<file path="config.mk">
export PLATFORM = sky130hd
export DESIGN_NAME = tot_phase_generator_flat
export DESIGN_NICKNAME = d
export VERILOG_FILES = /design/src/rtl/tot_phase_generator_if.sv /design/src/rtl/tot_phase_generator.sv /design/src/flat_wrapper.sv
export SDC_FILE = /design/constraint.sdc
export NUM_CORES = 1
export LEC_CHECK = 0
export BUFFER_PORTS_ARGS = -buffer_cell sky130_fd_sc_hd__clkbuf_2
export CORE_ASPECT_RATIO = 1.75
export CORE_MARGIN = 2
export CORE_UTILIZATION = 55
export DETAILED_ROUTE_END_ITERATION = 8
export HOLD_SLACK_MARGIN = 0.1
export PLACE_DENSITY = 0.8
export SYNTH_ARGS = -nofsm -noshare
export SYNTH_HDL_FRONTEND = slang
export SYNTH_SLANG_ARGS = --single-unit
</file>
<file path="constraint.sdc">
create_clock -name clk -period 12.5 [get_ports clk]
set_input_delay 1.25 -clock clk [delete_from_list [all_inputs] [get_ports clk]]
set_output_delay 1.25 -clock clk [all_outputs]
set_load 0.02 [all_outputs]
</file>
<file path="src/rtl/tot_phase_generator_if.sv">
// Handshake and snapshot bundle between the TOT phase generator
// and its controller / encoder-under-test.
interface tot_phase_generator_if;
    logic        start;
    logic        stop;
    logic [3:0]  stepSize;
    logic        load;
    logic [2:0]  loadCoarse;
    logic [5:0]  loadFine;
    logic        errEn;
    logic [4:0]  errBit;
    logic        ack;
    logic [20:0] A;
    logic [2:0]  counterA;
    logic [2:0]  counterB;
    logic [2:0]  expCoarse;
    logic [5:0]  expFine;
    logic        valid;
    logic        busy;
    logic        loadErr;

    modport master (
        output start, stop, stepSize, load, loadCoarse, loadFine,
        output errEn, errBit, ack,
        input  A, counterA, counterB, expCoarse, expFine,
        input  valid, busy, loadErr
    );

    modport slave (
        input  start, stop, stepSize, load, loadCoarse, loadFine,
        input  errEn, errBit, ack,
        output A, counterA, counterB, expCoarse, expFine,
        output valid, busy, loadErr
    );
endinterface

</file>
<file path="src/rtl/tot_phase_generator.sv">
// Stimulus source for the ETROC2 TOT encoder: turns a combined phase
// into a delay-line snapshot, ripple-counter values and expected codes.
module tot_phase_generator (
    input logic                  clk,
    input logic                  rstn,
    tot_phase_generator_if.slave bus
);
    localparam logic [1:0] IDLE = 2'd0;
    localparam logic [1:0] RUN  = 2'd1;
    localparam logic [1:0] HOLD = 2'd2;

    logic [1:0]  state_q, state_d;
    logic [8:0]  p_q, p_d;
    logic [9:0]  sum;
    logic        upd, inj;
    logic        lerr_d, lerr_q;
    logic        valid_q, busy_q;
    logic [20:0] a_q, a_d;
    logic [2:0]  ca_q, ca_d, cb_q, cb_d;
    logic [5:0]  ef_q, ef_d;
    logic [20:0] flip;

    // 8 -> 0 falls out of the 3-bit cast, giving the mod-8 wrap
    function automatic logic [2:0] div42(input logic [9:0] v);
        logic [2:0] r;
        r = 3'd0;
        for (int k = 1; k <= 8; k++) begin
            if (v >= 10'(k * 42)) r = 3'(k);
        end
        return r;
    endfunction

    function automatic logic [5:0] mod42(
        input logic [8:0] p,
        input logic [2:0] c
    );
        logic [8:0] t;
        t = p - 9'(c) * 9'd42;
        return t[5:0];
    endfunction

    function automatic logic [20:0] snap(input logic [5:0] f);
        logic [20:0] a;
        for (int i = 0; i < 21; i++) begin
            if (f <= 6'd20) a[i] = (6'(i) <= f);
            else            a[i] = (6'(i) > (f - 6'd21));
        end
        return a;
    endfunction

    assign sum = {1'b0, p_q} + {6'd0, bus.stepSize};

    always_comb begin
        state_d = state_q;
        p_d     = p_q;
        upd     = 1'b0;
        inj     = 1'b0;
        lerr_d  = 1'b0;
        unique case (state_q)
            IDLE: begin
                if (bus.start) begin
                    state_d = RUN;
                    p_d     = 9'd0;
                    upd     = 1'b1;
                end else if (bus.load) begin
                    if (bus.loadFine <= 6'd41) begin
                        state_d = HOLD;
                        p_d     = 9'(bus.loadCoarse) * 9'd42
                                + 9'(bus.loadFine);
                        upd     = 1'b1;
                        inj     = bus.errEn;
                    end else begin
                        lerr_d  = 1'b1;
                    end
                end
            end
            RUN: begin
                upd = 1'b1;
                if (bus.stop) begin
                    state_d = HOLD;
                    inj     = bus.errEn;
                end else if (sum >= 10'd336) begin
                    p_d = 9'(sum - 10'd336);
                end else begin
                    p_d = sum[8:0];
                end
            end
            HOLD: begin
                if (bus.ack) state_d = IDLE;
            end
            default: state_d = IDLE;
        endcase
    end

    always_comb begin
        flip = 21'd0;
        if (inj && bus.errBit <= 5'd20) flip = 21'd1 << bus.errBit;
        cb_d = div42({1'b0, p_d});
        ef_d = mod42(p_d, cb_d);
        ca_d = div42({1'b0, p_d} + 10'd20);
        a_d  = snap(ef_d) ^ flip;
    end

    always_ff @(posedge clk) begin
        if (!rstn) begin
            state_q <= IDLE;
            p_q     <= 9'd0;
            a_q     <= 21'd0;
            ca_q    <= 3'd0;
            cb_q    <= 3'd0;
            ef_q    <= 6'd0;
            valid_q <= 1'b0;
            busy_q  <= 1'b0;
            lerr_q  <= 1'b0;
        end else begin
            state_q <= state_d;
            p_q     <= p_d;
            valid_q <= (state_d == HOLD);
            busy_q  <= (state_d != IDLE);
            lerr_q  <= lerr_d;
            if (upd) begin
                a_q  <= a_d;
                ca_q <= ca_d;
                cb_q <= cb_d;
                ef_q <= ef_d;
            end
        end
    end

    assign bus.A         = a_q;
    assign bus.counterA  = ca_q;
    assign bus.counterB  = cb_q;
    assign bus.expCoarse = cb_q;
    assign bus.expFine   = ef_q;
    assign bus.valid     = valid_q;
    assign bus.busy      = busy_q;
    assign bus.loadErr   = lerr_q;
endmodule

</file>
<file path="src/flat_wrapper.sv">
// flat-port wrapper written by rule: the top's interface ports become plain ports
module tot_phase_generator_flat 
  (clk, rstn, bus_start, bus_stop, bus_stepSize, bus_load, bus_loadCoarse, bus_loadFine, bus_errEn, bus_errBit, bus_ack, bus_A, bus_counterA, bus_counterB, bus_expCoarse, bus_expFine, bus_valid, bus_busy, bus_loadErr);
  tot_phase_generator_if bus_i ();
  input logic clk;
  input logic rstn;
  input wire logic [$bits(bus_i.start)-1:0] bus_start;
  input wire logic [$bits(bus_i.stop)-1:0] bus_stop;
  input wire logic [$bits(bus_i.stepSize)-1:0] bus_stepSize;
  input wire logic [$bits(bus_i.load)-1:0] bus_load;
  input wire logic [$bits(bus_i.loadCoarse)-1:0] bus_loadCoarse;
  input wire logic [$bits(bus_i.loadFine)-1:0] bus_loadFine;
  input wire logic [$bits(bus_i.errEn)-1:0] bus_errEn;
  input wire logic [$bits(bus_i.errBit)-1:0] bus_errBit;
  input wire logic [$bits(bus_i.ack)-1:0] bus_ack;
  output wire logic [$bits(bus_i.A)-1:0] bus_A;
  output wire logic [$bits(bus_i.counterA)-1:0] bus_counterA;
  output wire logic [$bits(bus_i.counterB)-1:0] bus_counterB;
  output wire logic [$bits(bus_i.expCoarse)-1:0] bus_expCoarse;
  output wire logic [$bits(bus_i.expFine)-1:0] bus_expFine;
  output wire logic [$bits(bus_i.valid)-1:0] bus_valid;
  output wire logic [$bits(bus_i.busy)-1:0] bus_busy;
  output wire logic [$bits(bus_i.loadErr)-1:0] bus_loadErr;
  assign bus_i.start = bus_start;
  assign bus_i.stop = bus_stop;
  assign bus_i.stepSize = bus_stepSize;
  assign bus_i.load = bus_load;
  assign bus_i.loadCoarse = bus_loadCoarse;
  assign bus_i.loadFine = bus_loadFine;
  assign bus_i.errEn = bus_errEn;
  assign bus_i.errBit = bus_errBit;
  assign bus_i.ack = bus_ack;
  assign bus_A = bus_i.A;
  assign bus_counterA = bus_i.counterA;
  assign bus_counterB = bus_i.counterB;
  assign bus_expCoarse = bus_i.expCoarse;
  assign bus_expFine = bus_i.expFine;
  assign bus_valid = bus_i.valid;
  assign bus_busy = bus_i.busy;
  assign bus_loadErr = bus_i.loadErr;
  tot_phase_generator u_core (.clk(clk), .rstn(rstn), .bus(bus_i));
endmodule
</file>
# After elaboration in Yosys (flattened, before gate mapping)
# Cells that the tools add are included.
[word_totals]
reg_bits = 47
elab_cells = 151
[op_classes]
add_sub_neg = 6
mul = 2
magnitude_cmp = 62
n_eq_ne = 3
shifts = 1
n_mux = 60
n_bitwise = 4
reduce_logical = 4
[ops]
columns = ["cell", "count"]
rows = [
  ["> comparator 4 x 6 -> 1 bit, first input constant", 8],
  ["less-or-equal comparator 4 x 6 -> 1 bit, first input constant", 8],
  ["two-way mux 9 bit", 5],
  ["two-way mux 1 bit", 31],
  ["greater-or-equal comparator 10 x 8 -> 1 bit, second input constant", 3],
  ["greater-or-equal comparator 10 x 9 -> 1 bit, second input constant", 3],
  ["> comparator 5 x 6 -> 1 bit, first input constant", 5],
  ["less-or-equal comparator 5 x 6 -> 1 bit, first input constant", 5],
  ["two-way mux 3 bit", 10],
  ["greater-or-equal comparator 9 x 8 -> 1 bit, second input constant", 3],
  ["> comparator 3 x 6 -> 1 bit, first input constant", 4],
  ["less-or-equal comparator 3 x 6 -> 1 bit, first input constant", 4],
  ["two-way mux 21 bit", 1],
  ["left shift 1 x 5 -> 21 bit, first input constant", 1],
  ["bitwise XOR 21 bit", 1],
  ["greater-or-equal comparator 10 x 7 -> 1 bit, second input constant", 2],
  ["greater-or-equal comparator 9 x 7 -> 1 bit, second input constant", 2],
  ["greater-or-equal comparator 9 bit, second input constant", 2],
  ["two-way mux 2 bit", 9],
  ["case mux 9 bit (2 select lines)", 1],
  ["> comparator 1 x 6 -> 1 bit, first input constant", 2],
  ["> comparator 2 x 6 -> 1 bit, first input constant", 2],
  ["less-or-equal comparator 1 x 6 -> 1 bit, first input constant", 2],
  ["less-or-equal comparator 2 x 6 -> 1 bit, first input constant", 2],
  ["22 further kinds", 26],
]

# Depth between registers and ports, before layout
# Gate-level depths: netlist of the first run.
[depth]
ltp_word = 21
depth_mapped = 30
depth_no_buf = 28

# Worst setup path before layout of the first run
# OpenSTA, ideal clock, no wires.
[synth_timing]
kind = "input-to-reg"
startpoint = "input port bus_stepSize[0]"
endpoint = "register u_core.a_q[5] (netlist: u_core.bus.A[5])"
arrival_ns = 7.675
path_slack_ns = 4.751
cell_stages = 28
n_path_buf = 1
path_cell_list = "ha_1 > fa_1 > a211oi_2 > nor2_1 > nor2_1 > ha_1 > or4b_1 > a211o_1 > a32oi_2 > nand4b_2 > and4_4 > buf_2 > a21oi_1 > a21o_1 > a22o_1 > a21boi_0 > inv_1 > ha_1 > inv_1 > ha_1 > a21oi_1 > xnor2_1 > xnor2_4 > nand2_2 > o32ai_4 > a22oi_2 > or3_1 > a31oi_1"
[synth_between]
elab_cells_between_ends = 30
cone_classes = "4 x add/sub; 1 x mul; 12 x order compare; 12 x mux; 1 x bitwise"
[synth_rtl]
columns = ["element", "line_no", "rtl"]
rows = [
  ["from (decl)", "flat_wrapper.sv:9", "input wire logic [$bits(bus_i.stepSize)-1:0] bus_stepSize;"],
  ["adder 9 x 4 -> 10 bit (*)", "tot_phase_generator.sv:51", "assign sum = {1'b0, p_q} + {6'd0, bus.stepSize};"],
  ["subtractor 9 bit / greater-or-equal comparator 10 x 9 -> 1 bit (equally long branches)", "tot_phase_generator.sv:83, tot_phase_generator.sv:82", ""],
  ["two-way mux 9 bit (*)", "tot_phase_generator.sv:82", "end else if (sum >= 10'd336) begin"],
  ["two-way mux 9 bit (*)", "tot_phase_generator.sv:79", "if (bus.stop) begin"],
  ["case mux 9 bit (2 select lines) (*)", "tot_phase_generator.sv:59", "unique case (state_q)"],
  ["greater-or-equal comparator 9 x 7 -> 1 bit", "tot_phase_generator.sv:28", "if (v >= 10'(k * 42)) r = 3'(k);"],
  ["two-way mux 2 bit (2 in series)", "tot_phase_generator.sv:28", ""],
  ["two-way mux 3 bit (4 in series)", "tot_phase_generator.sv:28", ""],
  ["two-way mux 3 bit (*)", "tot_phase_generator.sv:28", ""],
  ["net u_core.cb_d[1]", "tot_phase_generator.sv:19", "logic [2:0] ca_q, ca_d, cb_q, cb_d;"],
  ["multiplier 3 x 5 -> 5 bit (*)", "tot_phase_generator.sv:38", "t = p - 9'(c) * 9'd42;"],
  ["subtractor 6 bit (*)", "tot_phase_generator.sv:38", ""],
  ["subtractor 6 x 5 -> 6 bit", "tot_phase_generator.sv:46", "else a[i] = (6'(i) > (f - 6'd21));"],
  ["> comparator 3 x 6 -> 1 bit", "tot_phase_generator.sv:46", ""],
  ["two-way mux 1 bit (*)", "tot_phase_generator.sv:45", "if (f <= 6'd20) a[i] = (6'(i) <= f);"],
  ["bitwise XOR 21 bit (*)", "tot_phase_generator.sv:101", "a_d = snap(ef_d) ^ flip;"],
  ["to (signal assigned)", "tot_phase_generator.sv:108", "a_q <= 21'd0;"],
  ["to (signal assigned)", "tot_phase_generator.sv:122", "a_q <= a_d;"],
  ["to (decl)", "tot_phase_generator.sv:18", "logic [20:0] a_q, a_d;"],
]
# Mark *: on every way through the listed nets, which the timed path passes. The rest lies on a longest branch.
# A chain may end at the register's enable or synchronous reset.

# Worst setup path in the final report of the first run
[layout_timing]
startpoint = "input port bus_stepSize[0]"
endpoint = "register u_core.a_q[13] (netlist: u_core.bus.A[13])"
[layout_between]
elab_cells_between_ends = 30
cone_classes = "4 x add/sub; 1 x mul; 12 x order compare; 12 x mux; 1 x bitwise"
[layout_rtl]
columns = ["element", "line_no"]
rows = [
  ["adder 9 x 4 -> 10 bit (*)", "tot_phase_generator.sv:51"],
  ["subtractor 9 bit / greater-or-equal comparator 10 x 9 -> 1 bit (equally long branches)", "tot_phase_generator.sv:83, tot_phase_generator.sv:82"],
  ["two-way mux 9 bit (*)", "tot_phase_generator.sv:82"],
  ["two-way mux 9 bit (*)", "tot_phase_generator.sv:79"],
  ["case mux 9 bit (2 select lines) (*)", "tot_phase_generator.sv:59"],
  ["greater-or-equal comparator 9 x 7 -> 1 bit", "tot_phase_generator.sv:28"],
  ["two-way mux 2 bit (2 in series)", "tot_phase_generator.sv:28"],
  ["two-way mux 3 bit (4 in series)", "tot_phase_generator.sv:28"],
  ["two-way mux 3 bit (*)", "tot_phase_generator.sv:28"],
  ["net u_core.cb_d[1]", "tot_phase_generator.sv:19"],
  ["multiplier 3 x 5 -> 5 bit (*)", "tot_phase_generator.sv:38"],
  ["subtractor 6 bit (*)", "tot_phase_generator.sv:38"],
  ["subtractor 6 x 5 -> 6 bit", "tot_phase_generator.sv:46"],
  ["> comparator 4 x 6 -> 1 bit", "tot_phase_generator.sv:46"],
  ["two-way mux 1 bit (*)", "tot_phase_generator.sv:45"],
  ["bitwise XOR 21 bit (*)", "tot_phase_generator.sv:101"],
]
# Marked as above.

==> results.toml, run 1 <==
[worst_hold_path]
hold_depth = 2
hold_path_class = "flop to flop"
hp-start = "u_core.bus.A[20]"
hold_path_end = "u_core.bus.A[20]"

[timing]
skew_ns = 0.0104
period_minus_slack_ns = 8.80
whs_ns = 0.457
post-route-period-util_pct = 70.4
rsz0062_at_grt = "false"
worst_slew_pin_slew_ns = 0.971
fin_setup_tns_ns = 0
timing.slew.headroom_pct = 34.8
max_freq_ghz = 0.114
slew_violations = 0
setup_viol = 0
finalHoldViolCount = 0
setup_ws_ns = 3.70

[clocking]
clk_latency_ns = 0.30
cts_max_level = 2
cts.sinks = 47
root_buffer = "clkbuf_16"
cts_tree = "yes"
cts.reportedPaths.clkPinSlew_ns = 0.07
post-cts-setup-buffers = 0
clk_path_buf_depth = 2
numCtsBuffers = 5
cts.repair.resized = 0
ctsHoldBuffers = 0

[synthesis]
ys.flop_type = "dfxtp_1"
avgSynthCellArea_um2 = 7.28
async_flop_share_pct = 0
synth_cells = 707
synth_edf_count = 0
synth_mux_area_share_pct = 1.19
synth_adder_area_share_pct = 8.90
synth_top_family_by_area = "compound AO/OA/AOI/OAI gates"
yosys.area_share.simple_pct = 27.1
ys_types = 84
netlist_area_um2 = 5150
ys_ff_latch = 47
synth_nets = 766
ys_seq_area_share_pct = 18.3
synth_xor_area_share_pct = 5.61
synth_compound_area_share_pct = 33.3
yosys_warnings = 0

[power]
p_per_area_nw_per_um2 = 244
vdd_drop_max_mv = 0.192
p_leak_nw = 2.32

[placed_design]
dpl.hpwl_mm = 14.1
pre_cts_slack_ns = 3.60
place.gp.congestion = 1.02
io_buffers = 63

[drt]
route.detailed.drc = 0
vias = 5952
vias_per_cell = 6.90
wl_per_cell_um = 21.1
detail-route-antenna-nets = 0
wirelength_mm = 18.2
drt_iter0_drc = 544
first_pass_iters = 5

[final_layout]
area_delta_synth_final_pct = 10.6
drive_gt1_share_pct = 15.2
final_util_pct = 62.6
register_area_um2 = 941
multi_input_area_um2 = 3930
nets = 800
nFillCells = 876
antennaDiodeCount = 0

[die]
fp.dieH_um = 132
ios = 64
die_w_um = 77.1
num_rows = 46
initial_core_util_pct = 56.6
die-area_um2 = 10200
core-area_um2 = 9090

[run]
max_cap_viol_count = 0

[critical_path]
arrival_ns = 8.97
crit_path_start_kind = "input pin"
reg2reg_to = "u_core.bus.A[13]"
end_kind = "flop"
worst_path_max_delay_cell = "a2111oi_0"
ff2ff_path_depth = 28
slowest_delay_ns = 0.84
rr_startpoint = "u_core.p_q[0]"
r2r_slack_ns = 4.37
cp_max_fo = 22
worst_path_most_repeated_cell = "ha_1"
worstSetupPathType = "input pin to flop"
crit_required_ns = 12.67

[global_routing]
antenna_found_initial = 0
grt_start_max_net_pins = 33
grt_pass1_wl_mm = 29.3
grt_pass1_vias = 5778
overflow = 0
grt_usage_pct = 35.7

[outcome]
status = "finished, final reports clean"
==> layout by cell type, fill, tap and decap left out, types with 4 or more instances in the layout <==
master | Yosys | routed
a211o_1 | 11 | 11
a211oi_1 | 14 | 14
a21o_1 | 10 | 10
a21oi_1 | 36 | 35
a221oi_1 | 8 | 8
a22o_1 | 9 | 9
a22oi_1 | 10 | 10
a31oi_1 | 13 | 13
and2_1 | 8 | 8
buf_4 | 3 | 12
clkbuf_16 | 0 | 5
clkbuf_2 | 0 | 63
dfxtp_1 | 47 | 47
ha_1 | 31 | 31
inv_1 | 17 | 17
mux2i_1 | 5 | 5
nand2_1 | 83 | 83
nand2b_1 | 4 | 4
nand3_1 | 40 | 40
nand4_1 | 8 | 8
nand4b_1 | 4 | 4
nor2_1 | 74 | 74
nor2b_1 | 4 | 4
nor3_1 | 19 | 19
nor4_1 | 5 | 5
nor4b_1 | 4 | 4
o2111ai_1 | 6 | 6
o211a_1 | 4 | 4
o211ai_1 | 10 | 10
o21a_1 | 4 | 4
o21ai_0 | 38 | 38
o22ai_1 | 10 | 10
o31ai_1 | 6 | 6
or2_2 | 9 | 9
or3_1 | 7 | 7
or4_1 | 4 | 4
xnor2_1 | 18 | 18
xor2_1 | 10 | 10
==> where the power goes <==
group / leakage, nW / internal, mW / switching (mW) / total (mW)
clock network: 0.0959 / 0.116 / 0.0652 / 0.181
logic: 1.84 / 0.362 / 0.636 / 0.998
registers: 0.386 / 0.184 / 0.0241 / 0.208
total: 2.32 / 0.662 / 0.725 / 1.39
==> per-stage QoR <==
step                cell area, µm²  total power [mW]  instances
global route                  5690              1.48        862
floorplan                     5150             0.933        707
finish                        5690              1.39        862
detailed placement            5500              1.18        854
global placement              5500              1.17        854
CTS                           5690              1.37        862
==> cells by family (layout without fill, tap and decap cells) <==
logic type	count (synthesis)	in the layout
compound gates	235	235
xor+xnor	30	30
fa+ha+maj	35	35
buf+inv	68	103
flops	47	47
mux	6	6
simple gates	286	286
==> layer usage <==
metal | vias to the layer above | GRT usage [%] | part of all wire, %
met3 | 104 | 3.36 | 5.0
met5 | - | 0 | 0
met2 | 313 | 65.4 | 53
li1 | 2748 | - | -
met4 | 0 | 27.4 | 8.3
met1 | 2787 | 36.3 | 34
==> cells in the mapped netlist, drive strengths merged, types with 9 or more instances <==
master   n  area share [%]
nand2   84             6.2
nor2    74             5.4
dfxtp   47              18
nand3   40             3.9
o21ai   40             3.9
a21oi   37             3.7
clkbuf  32             2.3
ha      31             7.5
nor3    20             2.0
xnor2   20             3.9
inv     17             1.2
buf     16             1.7
a211oi  15             2.3
a31oi   13             1.6
a211o   11             1.9
a22oi   11             1.7
o211ai  11             1.7
a21o    10             1.5
o22ai   10             1.2
xor2    10             1.7
a22o     9             1.5
nand4    9             1.4
or2      9             1.1
==> registers in the layout (all words and copies together) (netlist names) <==
register / count
u_core.bus.busy: 1
u_core.bus.valid: 1
u_core.state_q: 2
u_core.bus.loadErr: 1
u_core.bus.A: 21
u_core.bus.counterB: 3
u_core.p_q: 9
u_core.bus.expFine: 6
u_core.bus.counterA: 3
==> critical path, delay by kind of cell <==
| kind | cells | cell delay (ns) |
|---|---|---|
| xor+xnor | 2 | 0.84 |
| compound gates | 14 | 3.96 |
| buf+inv | 3 | 0.23 |
| simple gates | 5 | 1.19 |
| fa+ha+maj | 5 | 1.50 |
==> cell type report <==
class | count | share of cell area (%)
clock buffers | 5 | 2.20
clock inverters | 3 | 1.25
inverters | 20 | 1.32
multi-input cells | 592 | 68.9
flip-flops and latches | 47 | 16.5
well taps | 120 | 2.64
repair buffers | 75 | 7.12
==> how the worst max path moves through the flow <==
| stage | start | to | slack [ns] | cells past startpoint |
|---|---|---|---|---|
| 2_1_floorplan | bus_stepSize[0] | u_core.bus.A[5] | 4.75 | 28 |
| 3_3_place_gp | bus_stepSize[0] | u_core.bus.A[13] | 3.83 | 29 |
| 3_5_place_dp | bus_stepSize[0] | u_core.bus.A[13] | 3.60 | 29 |
| 4_1_cts | bus_stepSize[0] | u_core.bus.A[13] | 3.91 | 29 |
| 5_1_grt | bus_stepSize[0] | u_core.bus.A[20] | 3.24 | 29 |
| 6_report | bus_stepSize[0] | u_core.bus.A[13] | 3.70 | 29 |
(Power assumes the default switching activity.)
==> run 2, diff against run 1 <==
==> constraint.sdc (replaced) <==
create_clock -name clk -period 8.4 [get_ports clk]
set_input_delay 0.84 -clock clk [delete_from_list [all_inputs] [get_ports clk]]
set_output_delay 0.84 -clock clk [all_outputs]
set_load 0.02 [all_outputs]
==> run 2 against run 1 <==
First-iteration DRC count is 14% higher. Sequential share of layout area fell by 0.17 points. Worst setup slack got worse by 3.0 ns. Count of clock-buffer cells in the layout unchanged. Combinational power is 54% higher. Register-to-register slack got worse by 3.4 ns. Design area grew 1.1%. Via count fell by 0.50%. Global-route usage shrank 0.70 points. Hold slack worse by 0.0031 ns. Sequential power increased by 50%. Critical endpoint unchanged. Largest power group unchanged.
==> results.toml, run 2 (synthesis results as in run 1) <==
[clocking]
ctsHoldBuffers = 0
cts_max_level = 2
cts_tree = "yes"
cts.repair.resized = 0
root_buffer = "clkbuf_16"
clk_path_buf_depth = 2
post-cts-setup-buffers = 0
cts.reportedPaths.clkPinSlew_ns = 0.07
cts.sinks = 47
clk_latency_ns = 0.30
numCtsBuffers = 5

[timing]
whs_ns = 0.454
period_minus_slack_ns = 7.68
worst_slew_pin_slew_ns = 1.01
timing.slew.headroom_pct = 32.1
max_freq_ghz = 0.130
skew_ns = 0.00616
finalHoldViolCount = 0
slew_violations = 0
fin_setup_tns_ns = 0
setup_viol = 0
post-route-period-util_pct = 91.4
rsz0062_at_grt = "false"

[drt]
wl_per_cell_um = 20.7
vias_per_cell = 6.81
vias = 5922
detail-route-antenna-nets = 0
wirelength_mm = 18.0
route.detailed.drc = 0
first_pass_iters = 5
drt_iter0_drc = 622

[run]
max_cap_viol_count = 0

[power]
pwr-share-comb_pct = 72.6
total_power_mw = 2.12
power_frac_clock_pct = 12.7
p_per_area_nw_per_um2 = 369
internal_power_mw = 1.02
power_frac_seq_pct = 14.7
swShare_pct = 51.8
vdd_drop_max_mv = 0.327
p_leak_nw = 2.36
switchingPower_mw = 1.10

[global_routing]
overflow = 0
grt_start_max_net_pins = 35
grt_pass1_vias = 5702
grt_pass1_wl_mm = 28.7
antenna_found_initial = 0
grt_usage_pct = 35.0

[die]
initial_core_util_pct = 56.6
num_rows = 46
ios = 64
die-area_um2 = 10200
die_w_um = 77.1
core-area_um2 = 9090
fp.dieH_um = 132

[critical_path]
worst_path_max_delay_cell = "a2111oi_0"
worstSetupPathType = "input pin to flop"
crit_path_start_kind = "input pin"
cp_max_fo = 12
slowest_delay_ns = 0.54
crit_required_ns = 8.61
end_kind = "flop"
r2r_slack_ns = 0.97
arrival_ns = 7.89

[final_layout]
final_common_cell = "nand2_1"
antennaDiodeCount = 0
mostFrequentLayoutCells = "nand2_1, nor2_1, clkbuf_2"
largest_register_ffs = 21
nFillCells = 889
drive_gt1_share_pct = 16.1
final_area_um2 = 5750
area_delta_synth_final_pct = 11.8
nets = 808

[placed_design]
place.gp.congestion = 1.00
dpl.hpwl_mm = 14.0
io_buffers = 63
dpl_cell_area_um2 = 5560

[outcome]
status = "finished, final reports clean"

[worst_hold_path]
hold_path_class = "flop to flop"
## run 2: cell count changes in the layout (fill, tap and decap cells not counted), sizes merged
cell / before / now
buf: 12 / 20
## run 2: final cells by class
class                      count  area (µm²)  area share (%)
timing repair buffer          83         465            8.09
tap                          120         150            2.61
multi-input combinational    592        3930            68.2
clock inverter                 3        71.3            1.24
inverter                      20        75.1            1.30
clock buffer                   5         125            2.17
sequential                    47         941            16.4
## run 2: worst max-delay path: cells and delay by family
kind	cells	cell delay, ns
AO/OA/AOI/OAI	12	2.78
adder cells (fa/ha/maj)	5	1.55
AND/OR/NAND/NOR	7	1.40
XOR/XNOR	2	0.75
buffers and inverters	4	0.54
## run 2: path summary, 6_finish.rpt
check	startpoint	to	depth (start not counted)
min	u_core.bus.A[20]	u_core.bus.A[20]	2
max reg2reg	u_core.p_q[0]	u_core.bus.A[13]	29
min reg2reg	u_core.bus.A[20]	u_core.bus.A[20]	2
max	bus_stepSize[0]	u_core.bus.A[13]	30
## run 2: per-stage QoR
stage	std cells	setup WS, ns	util [%]
floorplan	707	1.06	-
global placement	862	0.783	61.1
detailed placement	862	0.460	61.1
CTS	870	0.772	63.3
global route	870	0.298	63.3
finish	870	0.719	63.3
## run 2: power groups by stage
stage	Sequential [mW]	Combinational, mW	Clock [mW]
floorplan	0.352	1.04	0
global placement	0.312	1.48	0
detailed placement	0.315	1.50	0
CTS	0.311	1.51	0.270
global route	0.317	1.64	0.281
finish	0.312	1.54	0.269
## run 2: layer usage
metal | global-route usage [%] | vias up | routed length (µm)
met5 | 0 | - | 0
li1 | - | 2743 | -
met4 | 26.8 | 0 | 1570
met2 | 63.7 | 332 | 9340
met1 | 36.1 | 2753 | 6240
met3 | 3.01 | 94 | 868
==> run 3, diff against run 2 <==
==> constraint.sdc (replaced) <==
create_clock -name clk -period 8.4 [get_ports clk]
set_input_delay 0.42 -clock clk [delete_from_list [all_inputs] [get_ports clk]]
set_output_delay 0.42 -clock clk [all_outputs]
set_load 0.02 [all_outputs]
==> run 3 against run 2 <==
Global-route usage down 0.12 points. Via count shrank 0.93%. Cell count is 0.34% lower. Highest routed layer unchanged.
==> results.toml, run 3 (synthesis results as in run 1) <==
[outcome]
status = "finished, final reports clean"

[timing]
fin_setup_tns_ns = 0
post-route-period-util_pct = 90.4
rsz0062_at_grt = "false"
slew_violations = 0
period_minus_slack_ns = 7.59
skew_ns = 0.00618
timing.slew.headroom_pct = 31.9
worst_slew_pin_slew_ns = 1.02
finalHoldViolCount = 0
setup_viol = 0
whs_ns = 0.380
max_freq_ghz = 0.132

[drt]
vias_per_cell = 6.77
wirelength_mm = 17.8
wl_met3_um = 909
detail-route-antenna-nets = 0
vias = 5867
wl_met1_mm = 6.00
drt_iter0_drc = 635
route.detailed.drc = 0
met2RoutedLength_mm = 9.42
wl_per_cell_um = 20.5
routed.top_layer = "met4"
first_pass_iters = 5

[power]
p_leak_nw = 2.34
total_power_mw = 2.10
p_per_area_nw_per_um2 = 367
vdd_drop_max_mv = 0.289

[global_routing]
overflow = 0
grt_pass1_wl_mm = 28.7
antenna_found_initial = 0
grt_pass1_vias = 5754
grt_start_max_net_pins = 30
grt_usage_pct = 34.9

[critical_path]
worst_path_most_repeated_cell = "ha_1"
worst_path_max_delay_cell = "xnor2_2"
slowest_delay_ns = 0.52
reg2reg_to = "u_core.bus.A[15]"
ff2ff_path_depth = 28
rr_startpoint = "u_core.p_q[0]"
cp_max_fo = 12
arrival_ns = 7.83
crit_required_ns = 8.63
end_kind = "flop"
crit_path_start_kind = "flop"
worstSetupPathType = "flop to flop"
r2r_slack_ns = 0.81

[clocking]
cts_tree = "yes"
cts.reportedPaths.clkPinSlew_ns = 0.07
ctsHoldBuffers = 0
root_buffer = "clkbuf_16"
cts.sinks = 47
numCtsBuffers = 5
clk_latency_ns = 0.29
clk_path_buf_depth = 2
post-cts-setup-buffers = 0
cts.repair.resized = 0
cts_max_level = 2

[final_layout]
largest_register_ffs = 21
mostFrequentLayoutCells = "nand2_1, nor2_1, clkbuf_2"
area_delta_synth_final_pct = 11.3
nets = 805
final_area_um2 = 5730
final_common_cell = "nand2_1"
antennaDiodeCount = 0
drive_gt1_share_pct = 15.8
nFillCells = 873

[worst_hold_path]
hp-start = "bus_load"
hold_path_class = "input pin to flop"
hold_depth = 3
hold_path_end = "u_core.bus.loadErr"

[die]
die-area_um2 = 10200
num_rows = 46
ios = 64
core-area_um2 = 9090
fp.dieH_um = 132
initial_core_util_pct = 56.6
die_w_um = 77.1

[run]
max_cap_viol_count = 0

[placed_design]
io_buffers = 63
place.gp.congestion = 1.02
dpl.hpwl_mm = 13.8
dpl_cell_area_um2 = 5530
run 3: cell types whose count changed in the layout (fill, tap and decap cells not counted), sizes merged:
| cell | previous run | this run |
|---|---|---|
| buf | 20 | 17 |
run 3: where the power goes:
part | internal, mW | leakage, nW | switching, mW
registers | 0.274 | 0.386 | 0.0360
clock network | 0.173 | 0.0959 | 0.0932
logic | 0.571 | 1.86 | 0.954
run 3: worst max path at each step:
stage                     from               end  slack, ns  cells after the start
6_report         u_core.p_q[0]  u_core.bus.A[15]       0.81                     28
5_1_grt          u_core.p_q[0]  u_core.bus.A[19]       0.28                     29
4_1_cts          u_core.p_q[0]  u_core.bus.A[13]       0.87                     29
3_5_place_dp   bus_stepSize[0]  u_core.bus.A[13]       0.71                     30
3_3_place_gp   bus_stepSize[0]  u_core.bus.A[15]       0.93                     29
2_1_floorplan  bus_stepSize[0]   u_core.bus.A[5]       1.48                     28
run 3: critical path: cells and delay by family (launching register included):
kind,cells,cell delay [ns]
compound gates,10,2.30
flops,1,0.35
simple gates,8,1.98
fa+ha+maj,5,1.57
buf+inv,2,0.42
mux,1,0.17
xor+xnor,2,0.74
run 3: routing by layer:
metal | GRT usage (%) | up-vias
met1 | 36.0 | 2719
met5 | 0 | -
li1 | - | 2733
met4 | 25.7 | 0
met3 | 2.88 | 102
met2 | 64.0 | 313
run 3: metrics by stage:
step,setup slack (ns),util [%],std cells
after floorplan,1.48,-,707
after global placement,0.925,60.9,859
after detailed placement,0.710,60.9,859
after CTS,0.865,63.0,867
after global routing,0.281,63.0,867
final,0.808,63.0,867
run 3: final cells by class:
class	count	area, µm²	share of cell area, %
clock buffer	5	125	2.18
clock inverter	3	71.3	1.24
timing repair buffer	80	443	7.73
sequential	47	941	16.4
tap	120	150	2.62
multi-input combinational	592	3930	68.5
inverter	20	75.1	1.31
